`src/rtl/seq_det_pkg.sv`:
```
// Shared constants, types and helpers for the parametrised serial pattern detector.
package seq_det_pkg;

  localparam int         DEF_MAX_W = 8;
  localparam logic [7:0] DEF_PAT_C = 8'b0001_1011;
  localparam int         DEF_LEN_C = 5;
  localparam bit         DEF_OVL_C = 1'b1;

  // Width of a field that must hold any length from 0 up to max_w inclusive.
  function automatic int len_w(input int max_w);
    return $clog2(max_w + 1);
  endfunction

  localparam int DEF_LEN_W = len_w(DEF_MAX_W);

  // Configuration record at the default pattern width.
  typedef struct packed {
    logic [DEF_MAX_W-1:0] pat;
    logic [DEF_LEN_W-1:0] len;
    logic                 ovl;
  } cfg_t;

endpackage

```
`src/rtl/seq_detector_param_sat_counter.sv`:
```
// Saturating up-counter; a clear on the same edge as an increment yields 1.
module sat_counter #(
  parameter int W = 8
) (
  input  logic         clk,
  input  logic         rst,
  input  logic         clr,
  input  logic         inc,
  output logic [W-1:0] q
);

  logic [W-1:0] q_q;
  logic [W-1:0] q_d;

  // Next count: clear first, then increment, never wrapping past all-ones.
  always_comb begin
    q_d = q_q;
    if (clr) begin
      q_d = inc ? W'(1) : '0;
    end else if (inc && (q_q != '1)) begin
      q_d = q_q + W'(1);
    end
  end

  // Count register.
  always_ff @(posedge clk or posedge rst) begin
    if (rst) q_q <= '0;
    else     q_q <= q_d;
  end

  assign q = q_q;

endmodule

```
`src/rtl/seq_detector_param.sv`:
```
// Parametrised serial bit-pattern detector with runtime-loadable pattern,
// length and overlap mode, plus a saturating match counter.
module seq_detector_param
  import seq_det_pkg::*;
#(
  parameter int               MAX_W   = 8,
  parameter logic [MAX_W-1:0] DEF_PAT = MAX_W'(DEF_PAT_C),
  parameter int               DEF_LEN = DEF_LEN_C,
  parameter bit               DEF_OVL = DEF_OVL_C,
  parameter int               CNT_W   = 8,
  localparam int              LEN_W   = len_w(MAX_W)
) (
  input  logic             clk,
  input  logic             rst,
  input  logic             x,
  input  logic             x_vld,
  input  logic             cfg_load,
  input  logic [MAX_W-1:0] cfg_pat,
  input  logic [LEN_W-1:0] cfg_len,
  input  logic             cfg_ovl,
  input  logic             cnt_clr,
  output logic             out,
  output logic [CNT_W-1:0] match_cnt
);

  localparam logic [LEN_W-1:0] RST_LEN = LEN_W'(DEF_LEN);

  // Length 0 is meaningless and lengths beyond the history cannot be checked.
  function automatic logic [LEN_W-1:0] clamp_len(input logic [LEN_W-1:0] n);
    if (n == '0)          return LEN_W'(1);
    if (int'(n) > MAX_W)  return LEN_W'(MAX_W);
    return n;
  endfunction

  // Ones in the low n bit positions.
  function automatic logic [MAX_W-1:0] mask_of(input logic [LEN_W-1:0] n);
    logic [MAX_W-1:0] m;
    m = '0;
    for (int i = 0; i < MAX_W; i++) m[i] = (i < int'(n));
    return m;
  endfunction

  logic [MAX_W-1:0] hist_q, hist_d;
  logic [LEN_W-1:0] fill_q, fill_d;
  logic [MAX_W-1:0] pat_q, pat_d;
  logic [LEN_W-1:0] len_q, len_d;
  logic             ovl_q, ovl_d;
  logic [MAX_W-1:0] mask_q, mask_d;
  logic             out_q, out_d;

  logic [MAX_W-1:0] hist_shift;
  logic [LEN_W-1:0] fill_inc;
  logic [LEN_W-1:0] cfg_len_c;
  logic             hit;
  logic             match;

  assign hist_shift = {hist_q[MAX_W-2:0], x};
  assign fill_inc   = (int'(fill_q) >= MAX_W) ? fill_q : fill_q + LEN_W'(1);
  assign cfg_len_c  = clamp_len(cfg_len);
  // The fill check suppresses matches against the zeroed history after reset/load.
  assign hit        = (fill_inc >= len_q) && (((hist_shift ^ pat_q) & mask_q) == '0);

  // Next-state: a config load wins over sampling and drops any partial match.
  always_comb begin
    hist_d = hist_q;
    fill_d = fill_q;
    pat_d  = pat_q;
    len_d  = len_q;
    ovl_d  = ovl_q;
    mask_d = mask_q;
    out_d  = 1'b0;
    match  = 1'b0;
    if (cfg_load) begin
      pat_d  = cfg_pat;
      len_d  = cfg_len_c;
      ovl_d  = cfg_ovl;
      mask_d = mask_of(cfg_len_c);
      hist_d = '0;
      fill_d = '0;
    end else if (x_vld) begin
      hist_d = hist_shift;
      match  = hit;
      out_d  = hit;
      // Non-overlapping mode restarts the fill so a full fresh pattern is needed.
      fill_d = (hit && !ovl_q) ? '0 : fill_inc;
    end
  end

  // State registers.
  always_ff @(posedge clk or posedge rst) begin
    if (rst) begin
      hist_q <= '0;
      fill_q <= '0;
      pat_q  <= DEF_PAT;
      len_q  <= RST_LEN;
      ovl_q  <= DEF_OVL;
      mask_q <= mask_of(RST_LEN);
      out_q  <= 1'b0;
    end else begin
      hist_q <= hist_d;
      fill_q <= fill_d;
      pat_q  <= pat_d;
      len_q  <= len_d;
      ovl_q  <= ovl_d;
      mask_q <= mask_d;
      out_q  <= out_d;
    end
  end

  sat_counter #(.W(CNT_W)) u_match_cnt (
    .clk (clk),
    .rst (rst),
    .clr (cnt_clr),
    .inc (match),
    .q   (match_cnt)
  );

  assign out = out_q;

endmodule

```
`config.mk`:
```
export PLATFORM = sky130hd
export DESIGN_NAME = seq_detector_param
export DESIGN_NICKNAME = d
export VERILOG_FILES = /design/src/rtl/seq_det_pkg.sv /design/src/rtl/seq_detector_param_sat_counter.sv /design/src/rtl/seq_detector_param.sv
export SDC_FILE = /design/constraint.sdc
export NUM_CORES = 1
export LEC_CHECK = 0
export ABC_CLOCK_PERIOD_IN_PS = 6500
export CORE_UTILIZATION = 45
export CTS_CLUSTER_DIAMETER = 100
export CTS_CLUSTER_SIZE = 24
export DETAILED_ROUTE_END_ITERATION = 6
export GPL_TIMING_DRIVEN = 0
export PLACE_DENSITY = 0.7
export SLEW_MARGIN = 25
export SYNTH_ARGS = -nofsm -noshare
export SYNTH_HDL_FRONTEND = slang
export SYNTH_SLANG_ARGS = --single-unit
```
`constraint.sdc`:
```
create_clock -name clk -period 6.5 [get_ports clk]
set_clock_uncertainty 0.05 [all_clocks]
set_input_delay 1.95 -clock clk [delete_from_list [all_inputs] [get_ports clk]]
set_output_delay 1.95 -clock clk [all_outputs]
set_load 0.02 [all_outputs]
```
==> metrics, run 1 <==
status finished clean; register-to-register setup slack 3.55 ns; NumNets Final approximately 250; Slew HR between 40 and 50%; core area 0.00435 mm^2; hold crit path type reg -> reg; EDFF count, synth 0; CP Class in -> reg; Synth Cell Area 0.00205 mm^2; vias post-DR roughly 1500; R2R cell count 9; worst slew pin tran 0.757 ns; Max Cap Violations 0; placer congestion estimate 0.807; Antenna Cells 0; VDD IR max 0.000155 V; Seq/Total Area, Yosys 49.5%; row count 24; Non-Filler Instances roughly 280; total CTS buffers 5; Final Routed Wirelength roughly 4.0 mm; CP max FO 10; Vert. Die Dim 69.5 um; fill count 372; switch share 24.4%; Ys Warns 0; DR WL/cell 14.2 um; Mapped Cells 194; share of synthesized registers carrying an async set or reset 100%; largest net degree at the start of global routing 27; syn nets 220; first-pass GRT wire length 7.11 mm; FF+latch count, synth 40; # IOs 28; H-tree levels 2; arrival time worst endpoint 3.88 ns; CTS Root Cell clkbuf_8; Clock Path Buffers 2; DRT Pass-1 Iters 4; postcts setup bufs 0; Pins Over Slew Limit 0; Iter 0 DRT Violations 81; Peak Freq 267 MHz; final setup vio count 0; vias in the first global route 1535; vias per cell 5.42; Worst R2R Start fill_q[0]; Critical Path Source Type input pin; GRT Total Usage 18.4%; Mapped Avg Cell Area ~11 um^2; CTS tree built; Fin Setup TNS 0 ns; sequential power share approximately 50%; port buffer count 26; Placed Instances 273; total global routing overflow 0; clk sinks 40; fraction of layout cells with a size suffix above 1 17.0%; DP HPWL 2.82 mm; # DRC 0; Worst-Skew Late Latency 0.29 ns; Final ANT Viol Nets 0; CP endpoint kind register; Critical R2R Capture u_match_cnt.q[4]; Die ar. 0.00483 mm^2; net switching power 134 uW; leakage 0.00105 uW; die width 69.5 um; Yosys cell types 37; Clock Power Share 37.0%; Synth Flop Type dfrtp_1; Hold Crit Start mask_q[4]; starting density of the core 47.1%; Clock transition at path regs approximately 0.080 ns; RSZ-0062 raised after global routing false; WP data required 6.63 ns; Comb power frac 12.9%; Hold Path Depth 2; Pint 414 uW; cts repair resizes 0; Final period util 57.6%; Worst Hold End mask_q[4]; Area Overhead vs Synth 22.1%; pwr dens 219 mW/mm^2; Final Hold Viols 0; CTS Hold Bufs 0; initial antenna violation count 0; Tmin final 3.75 ns
## final cells by class
cell class	count	area [um^2]	area share (%)
clock buffers	6	72.6	2.90
repair buffers	27	280	11.2
flip-flops and latches	40	1020	40.6
plain buffers	10	37.5	1.50
multi-input cells	134	960	38.3
clock inverters	2	35.0	1.40
inverters	10	37.5	1.50
well taps	52	65.1	2.60
## logic make-up (layout without fill, tap and decap cells)
family          Yosys count  count (layout)  share of synthesized area [%]
compound gates           35              35                           11.7
flops                    40              40                           49.5
fa+ha+maj                 7               7                           4.27
mux                      21              21                           11.1
buf+inv                  20              55                           3.66
simple gates             61              61                           15.4
xor+xnor                 10              10                           4.27
## cell usage in the layout, fill, tap and decap left out, types with 8 or more instances in the layout
master,count
mux2_2,14
dfrtp_1,28
clkbuf_1,10
inv_1,9
a21oi_1,10
nor2_1,23
xor2_1,8
clkdlybuf4s50_1,26
dfstp_2,12
## Yosys cell counts, drive strengths merged, types with 3 or more instances
| cell type | n | area [um^2] |
|---|---|---|
| dfstp | 12 | 315 |
| nand3 | 6 | 30.0 |
| nor4 | 3 | 18.8 |
| mux2i | 7 | 70.1 |
| a22oi | 3 | 22.5 |
| xor2 | 8 | 70.1 |
| clkbuf | 9 | 33.8 |
| a32o | 3 | 30.0 |
| nand2 | 6 | 22.5 |
| o31ai | 4 | 30.0 |
| dfrtp | 28 | 701 |
| nor3 | 3 | 15.0 |
| a21oi | 10 | 50.1 |
| nor2b | 4 | 25.0 |
| or3 | 3 | 18.8 |
| ha | 7 | 87.6 |
| o21ai | 3 | 15.0 |
| nand2b | 4 | 25.0 |
| inv | 10 | 37.5 |
| a31oi | 3 | 18.8 |
| or4 | 4 | 30.0 |
| mux2 | 14 | 158 |
| nor2 | 23 | 86.3 |
## power groups by stage
stage	Sequential, uW	Combinational (uW)	Clock [uW]
5_1_grt	276	80.3	216
2_1_floorplan	277	45.5	0
4_1_cts	274	71.6	206
3_5_place_dp	279	71.0	0
6_report	274	70.5	202
3_3_place_gp	279	68.3	0
## critical path: stages
cell and delay (ns):
clkdlybuf4s50_1 0.44, xor2_1 0.15, a22oi_1 0.15, nand3_1 0.19, clkbuf_1 0.27, nor4_1 0.35, mux2_2 0.37
## state kept, by name, summed over array words and instances, names as in the netlist
name           count
pat_q              8
fill_q             4
out                1
u_match_cnt.q      8
mask_q             7
len_q              4
hist_q             7
ovl_q              1
## stage by stage
stage	worst slack (ns)	total power [uW]	utilization (%)	hold slack, ns	instance area, um^2
after floorplan	3.15	323	-	0.417	2050
after global placement	2.43	347	54.6	0.426	2380
after detailed placement	2.42	350	55.0	0.429	2400
after CTS	2.72	553	57.5	0.442	2500
after global routing	2.55	572	57.5	0.477	2500
final	2.75	547	57.5	0.442	2500
## routing by layer
layer | up-vias | track usage, % | wire (um)
met2 | 30 | 29.2 | 1840
met1 | 732 | 25.5 | 1990
li1 | 756 | - | -
met5 | - | 0 | 0
met3 | 5 | 4.51 | 137
met4 | 0 | 4.08 | 27
## worst max path at each step
stage,to,cells after the start,startpoint,slack (ns)
3_3_place_gp,u_match_cnt.q[4],7,x,2.43
5_1_grt,u_match_cnt.q[4],7,x,2.55
4_1_cts,u_match_cnt.q[4],7,x,2.72
6_report,u_match_cnt.q[4],7,x,2.75
2_1_floorplan,u_match_cnt.q[3],6,x,3.15
3_5_place_dp,u_match_cnt.q[4],7,x,2.42
Power figures use the tool's default switching activity.
==> inputs of run 2 (changes only) <==
--- a/config.mk
+++ b/config.mk
@@ -5,13 +5,13 @@
 export SDC_FILE = /design/constraint.sdc
 export NUM_CORES = 1
 export LEC_CHECK = 0
-export ABC_CLOCK_PERIOD_IN_PS = 6500
+export ABC_CLOCK_PERIOD_IN_PS = 3300
 export CORE_UTILIZATION = 45
 export CTS_CLUSTER_DIAMETER = 100
 export CTS_CLUSTER_SIZE = 24
 export DETAILED_ROUTE_END_ITERATION = 6
 export GPL_TIMING_DRIVEN = 0
-export PLACE_DENSITY = 0.7
+export PLACE_DENSITY = 0.72
 export SLEW_MARGIN = 25
 export SYNTH_ARGS = -nofsm -noshare
 export SYNTH_HDL_FRONTEND = slang
==> constraint.sdc (replaced) <==
create_clock -name clk -period 3.3 [get_ports clk]
set_clock_uncertainty 0.05 [all_clocks]
set_input_delay 0.99 -clock clk [delete_from_list [all_inputs] [get_ports clk]]
set_output_delay 0.99 -clock clk [all_outputs]
set_load 0.02 [all_outputs]
==> run 2 against run 1 <==
- register-to-register slack got worse by 3.2 ns
- sequential cell count did not move
- critical endpoint unchanged
- utilization rose by 0.086 points
- worst hold slack improved by 0.0071 ns
- worst setup slack got worse by 2.4 ns
- final cell count did not move
- total power rose by 98%
- combinational power rose by 99%
- clock-buffer cell count fell by 1
- clock power rose by 100%
- non-clock buffer count did not move
- design area rose by 0.15%
- highest routed layer unchanged
==> metrics, run 2 (same netlist as run 1, synthesis figures left out) <==
status finished clean (unchanged); Placed Instances 273 (unchanged); initial antenna violation count 0 (unchanged); Pins Over Slew Limit 0 (unchanged); WP data required 3.44 ns (was 6.63 ns); postcts setup bufs 0 (unchanged); die width 69.5 um (unchanged); vias in the first global route 1459 (was 1535); Critical-path top delay cell dfrtp_1 (was clkdlybuf4s50_1); clk sinks 40 (unchanged); Clock Path Buffers 2 (unchanged); VDD IR max 0.000364 V (was 0.000155 V); Slew HR 52.7% (was 49.6%); register-to-register setup slack 0.32 ns (was 3.55 ns); NumNets Final 254 (unchanged); Area Overhead vs Synth 22.3% (was 22.1%); Final period util about nine tenths; DRT Pass-1 Iters 4 (unchanged); CP Class reg -> reg (was in -> reg); largest net degree at the start of global routing 27 (unchanged); RSZ-0062 raised after global routing false (unchanged); slowest stage delay, CP 0.46 ns (was 0.44 ns); Tmin final 2.98 ns; vias post-DR 1532 (was 1523); arrival time worst endpoint 3.11 ns (was 3.88 ns); CTS tree built (unchanged); # DRC 0 (unchanged); Non-Filler Instances 281 (unchanged); GRT Total Usage 17.9% (was 18.4%); hold crit path type reg -> reg (unchanged); Final Hold Viols 0 (unchanged); Fin Setup TNS 0 ns (unchanged); Iter 0 DRT Violations 82 (was 81); Final Routed Wirelength 4.02 mm (was 3.99 mm); CP endpoint kind register (unchanged); port buffer count 26 (unchanged); worst slew pin tran 0.709 ns (was 0.757 ns); total CTS buffers 5 (unchanged); # IOs 28 (unchanged); first-pass GRT wire length 6.88 mm (was 7.11 mm); Critical Path Source Type register (was input pin); Vert. Die Dim 69.5 um (unchanged); DR WL/cell 14.3 um (was 14.2 um); Final ANT Viol Nets 0 (unchanged); H-tree levels 2 (unchanged); CTS Hold Bufs 0 (unchanged); CP max FO 10 (unchanged); vias per cell 5.45 (was 5.42); Clock transition at path regs 0.08 ns (about the same); final setup vio count 0 (unchanged); pwr dens 432 mW/mm^2 (was 219 mW/mm^2); fill count 395 (was 372); DP HPWL 2.88 mm (was 2.82 mm); Worst-Skew Late Latency 0.29 ns (about the same); Max Cap Violations 0 (unchanged); crit path cell chain inv_1, ha_1, mux2_2, ha_1, a2111oi_0, a211o_1, clkbuf_1, nor4_1, mux2_2 (was clkdlybuf4s50_1, xor2_1, a22oi_1, nand3_1, clkbuf_1, nor4_1, mux2_2); most frequent cells in the layout dfrtp_1, clkdlybuf4s50_1, nor2_1 (unchanged); core area 0.00435 mm^2 (unchanged); placer congestion estimate 0.799 (was 0.807); starting density of the core 47.1% (unchanged); Antenna Cells 0 (unchanged); Peak Freq about 340 MHz; fraction of layout cells with a size suffix above 1 17.5% (was 17.0%); most common cell after layout, fill and taps aside dfrtp_1 (unchanged); total global routing overflow 0 (unchanged); cts repair resizes 0 (unchanged); leakage 0.00105 uW (about the same); row count 24 (unchanged); CTS Root Cell clkbuf_8 (unchanged); Die ar. 0.00483 mm^2 (unchanged)
[run 2: changes by cell type in the layout (fill, tap and decap cells not counted), sizes merged]
cell	delta
clkbuf	-1
clkinvlp	+1
[run 2: where the power goes]
group / leakage, uW / total (uW) / switching [uW] / internal [uW]
logic: 0.000498 / 140 / 73.8 / 65.9
clock network: 0.0000541 / 403 / 179 / 224
registers: 0.000497 / 541 / 16.4 / 524
[run 2: layer usage]
layer  global-route usage, %  up-vias  routed length (um)
met5                       0        -                   0
met4                    6.12        0                  45
met3                    3.63        5                 115
met2                    28.8       30                1890
met1                    24.1      739                1960
li1                        -      758                   -
[run 2: layout make-up]
| class | count | area, um^2 | share of cell area (%) |
|---|---|---|---|
| buffer | 10 | 37.5 | 1.50 |
| clock buffer | 5 | 68.8 | 2.74 |
| clock inverter | 3 | 42.5 | 1.70 |
| inverter | 10 | 37.5 | 1.50 |
| multi-input combinational | 134 | 960 | 38.3 |
| sequential | 40 | 1020 | 40.5 |
| tap | 52 | 65.1 | 2.59 |
| timing repair buffer | 27 | 280 | 11.2 |
[run 2: worst paths after layout]
path	from	depth (start not counted)	end
max in group asynchronous	rst	3	mask_q[2]
min in group asynchronous	rst	2	pat_q[5]
worst max-delay path	fill_q[0]	9	u_match_cnt.q[4]
worst min register to register	mask_q[2]	2	mask_q[2]
worst min-delay path	mask_q[2]	2	mask_q[2]
worst max register to register	fill_q[0]	9	u_match_cnt.q[4]
[run 2: critical path, delay by kind of cell (launching register included)]
kind / cells / cell delay (ns)
AO/OA/AOI/OAI: 2 / 0.68
AND/OR/NAND/NOR: 1 / 0.11
buffers and inverters: 2 / 0.46
multiplexers: 2 / 0.56
adder cells (fa/ha/maj): 2 / 0.56
flip-flops: 1 / 0.46
[run 2: stage by stage]
stage | util, % | setup slack [ns] | total power, uW | area, um^2 | hold slack (ns)
6_report | 57.6 | 0.324 | 1080 | 2510 | 0.449
5_1_grt | 57.6 | 0.154 | 1140 | 2510 | 0.468
4_1_cts | 57.6 | 0.306 | 1100 | 2510 | 0.446
3_5_place_dp | 55.0 | 0.163 | 691 | 2400 | 0.434
3_3_place_gp | 54.6 | 0.212 | 683 | 2380 | 0.426
2_1_floorplan | - | 0.707 | 636 | 2050 | 0.417
==> inputs of run 3 (changes only) <==
--- a/config.mk
+++ b/config.mk
@@ -6,12 +6,11 @@
 export NUM_CORES = 1
 export LEC_CHECK = 0
 export ABC_CLOCK_PERIOD_IN_PS = 3300
-export CORE_UTILIZATION = 45
-export CTS_CLUSTER_DIAMETER = 100
+export CORE_UTILIZATION = 40
 export CTS_CLUSTER_SIZE = 24
 export DETAILED_ROUTE_END_ITERATION = 6
 export GPL_TIMING_DRIVEN = 0
-export PLACE_DENSITY = 0.72
+export PLACE_DENSITY = 0.66
 export SLEW_MARGIN = 25
 export SYNTH_ARGS = -nofsm -noshare
 export SYNTH_HDL_FRONTEND = slang
==> run 3 against run 2 <==
- sequential share of layout area shrank 0.24 points
- final cell count rose by 5.3%
- maximum frequency rose by 0.99%
- global-route usage down 0.39 points
==> metrics, run 3 (same netlist as run 1, synthesis figures left out) <==
postcts setup bufs 0 (unchanged); RSZ-0062 raised after global routing false (unchanged); Clock transition at path regs 0.08 ns (about the same); Pins Over Slew Limit 0 (unchanged); Peak Freq 339 MHz (was 336 MHz); die width 73.6 um (was 69.5 um); starting density of the core 42.6% (was 47.1%); DP HPWL 2.87 mm (was 2.88 mm); crit path cell chain inv_1, ha_1, mux2_2, ha_1, a2111oi_0, a211o_1, clkbuf_1, nor4_1, mux2_2 (unchanged); Critical-path top delay cell dfrtp_1 (unchanged); CTS tree built (unchanged); slowest stage delay, CP 0.45 ns (was 0.46 ns); NumNets Final 254 (unchanged); H-tree levels 2 (unchanged); Slew HR 48.9% (was 52.7%); vias in the first global route 1451 (was 1459); CP max FO 10 (unchanged); DRT Pass-1 Iters 4 (unchanged); Critical R2R Capture u_match_cnt.q[4] (unchanged); WP data required 3.43 ns (was 3.44 ns); worst slew pin tran 0.766 ns (was 0.709 ns); vias post-DR 1533 (was 1532); total global routing overflow 0 (unchanged); Vert. Die Dim 73.6 um (was 69.5 um); Antenna Cells 0 (unchanged); Worst R2R Start fill_q[0] (unchanged); cts repair resizes 0 (unchanged); # DRC 0 (unchanged); DR WL/cell 13.6 um (was 14.3 um); Die ar. 0.00542 mm^2 (was 0.00483 mm^2); pwr dens 426 mW/mm^2 (was 432 mW/mm^2); R2R cell count 9 (unchanged); register-to-register setup slack 0.35 ns (was 0.32 ns); CTS Root Cell clkbuf_8 (unchanged); Final Hold Viols 0 (unchanged); fraction of layout cells with a size suffix above 1 17.0% (was 17.5%); total CTS buffers 5 (unchanged); core area 0.00482 mm^2 (was 0.00435 mm^2); row count 25 (was 24); placer congestion estimate 0.764 (was 0.799); CTS Hold Bufs 0 (unchanged); Iter 0 DRT Violations 84 (was 82); initial antenna violation count 0 (unchanged); Area Overhead vs Synth 23.0% (was 22.3%); arrival time worst endpoint 3.08 ns (was 3.11 ns); CP Class reg -> reg (unchanged); VDD IR max 0.000237 V (was 0.000364 V); Critical Path Source Type register (unchanged); first-pass GRT wire length 7.00 mm (was 6.88 mm); vias per cell 5.18 (was 5.45); most frequent cells in the layout dfrtp_1, clkdlybuf4s50_1, nor2_1 (unchanged); Final ANT Viol Nets 0 (unchanged); Worst-Skew Late Latency 0.29 ns (about the same); hold crit path type reg -> reg (unchanged); Final period util 89.3% (was 90.2%); WHS 0.445 ns (was 0.449 ns); leakage 0.00105 uW (about the same); Hold Crit Start mask_q[2] (unchanged); port buffer count 26 (unchanged); final core occ 52.4% (was 57.6%); GRT Total Usage 17.5% (was 17.9%); final setup vio count 0 (unchanged); Worst Hold End mask_q[2] (unchanged); largest net degree at the start of global routing 28 (was 27); Tmin final 2.95 ns (was 2.98 ns); Fin Setup TNS 0 ns (unchanged); most common cell after layout, fill and taps aside dfrtp_1 (unchanged); Hold Path Depth 2 (unchanged); status finished clean (unchanged); Max Cap Violations 0 (unchanged); Final Routed Wirelength 4.02 mm (about the same); CP endpoint kind register (unchanged); Clock Path Buffers 2 (unchanged); # IOs 28 (unchanged); clk sinks 40 (unchanged)
-- run 3: stage by stage --
step	setup WS, ns	cell area [um^2]	power [uW]	cells
4_1_cts	0.327	2520	1090	296
3_3_place_gp	0.180	2390	685	287
6_report	0.354	2520	1070	296
3_5_place_dp	0.157	2410	691	288
2_1_floorplan	0.707	2050	636	194
5_1_grt	0.0697	2520	1130	296
-- run 3: layout make-up --
class                           instances  area, um^2
Fill cell                             465        2290
Sequential cell                        40        1020
Multi-Input combinational cell        134         960
Timing Repair Buffer                   27         280
Tap cell                               67        83.8
Clock buffer                            6        72.6
Buffer                                 10        37.5
Inverter                               10        37.5
Clock inverter                          2        35.0
-- run 3: worst max path at each step --
stage | from | endpoint | cells after the start
floorplan | fill_q[0] | u_match_cnt.q[3] | 9
global placement | x | u_match_cnt.q[4] | 7
detailed placement | x | u_match_cnt.q[4] | 7
CTS | fill_q[0] | u_match_cnt.q[4] | 9
global route | fill_q[0] | u_match_cnt.q[3] | 9
finish | fill_q[0] | u_match_cnt.q[4] | 9
-- run 3: where the power goes --
part	total, uW	internal (uW)	switching, uW
clock network	395	224	171
logic	139	65.9	73.2
registers	540	524	16.0
-- run 3: worst max-delay path, delay by kind of cell (launching register included) --
family                     cells  cell delay, ns
DFF                            1            0.45
AOI/OAI and AO/OA              2            0.62
buffers and inverters          2            0.47
muxes                          2            0.57
adders and majority gates      2            0.57
and+or+nand+nor                1            0.11
-- run 3: routing by layer --
metal  routed length (um)  up-vias  global-route usage (%)  share of wire, %
met4                   75        0                    7.69               1.9
met3                  156        8                    4.25               3.9
met2                 1820       32                    26.6                45
li1                     -      759                       -                 -
met5                    0        -                       0                 0
met1                 1970      734                    23.7                49
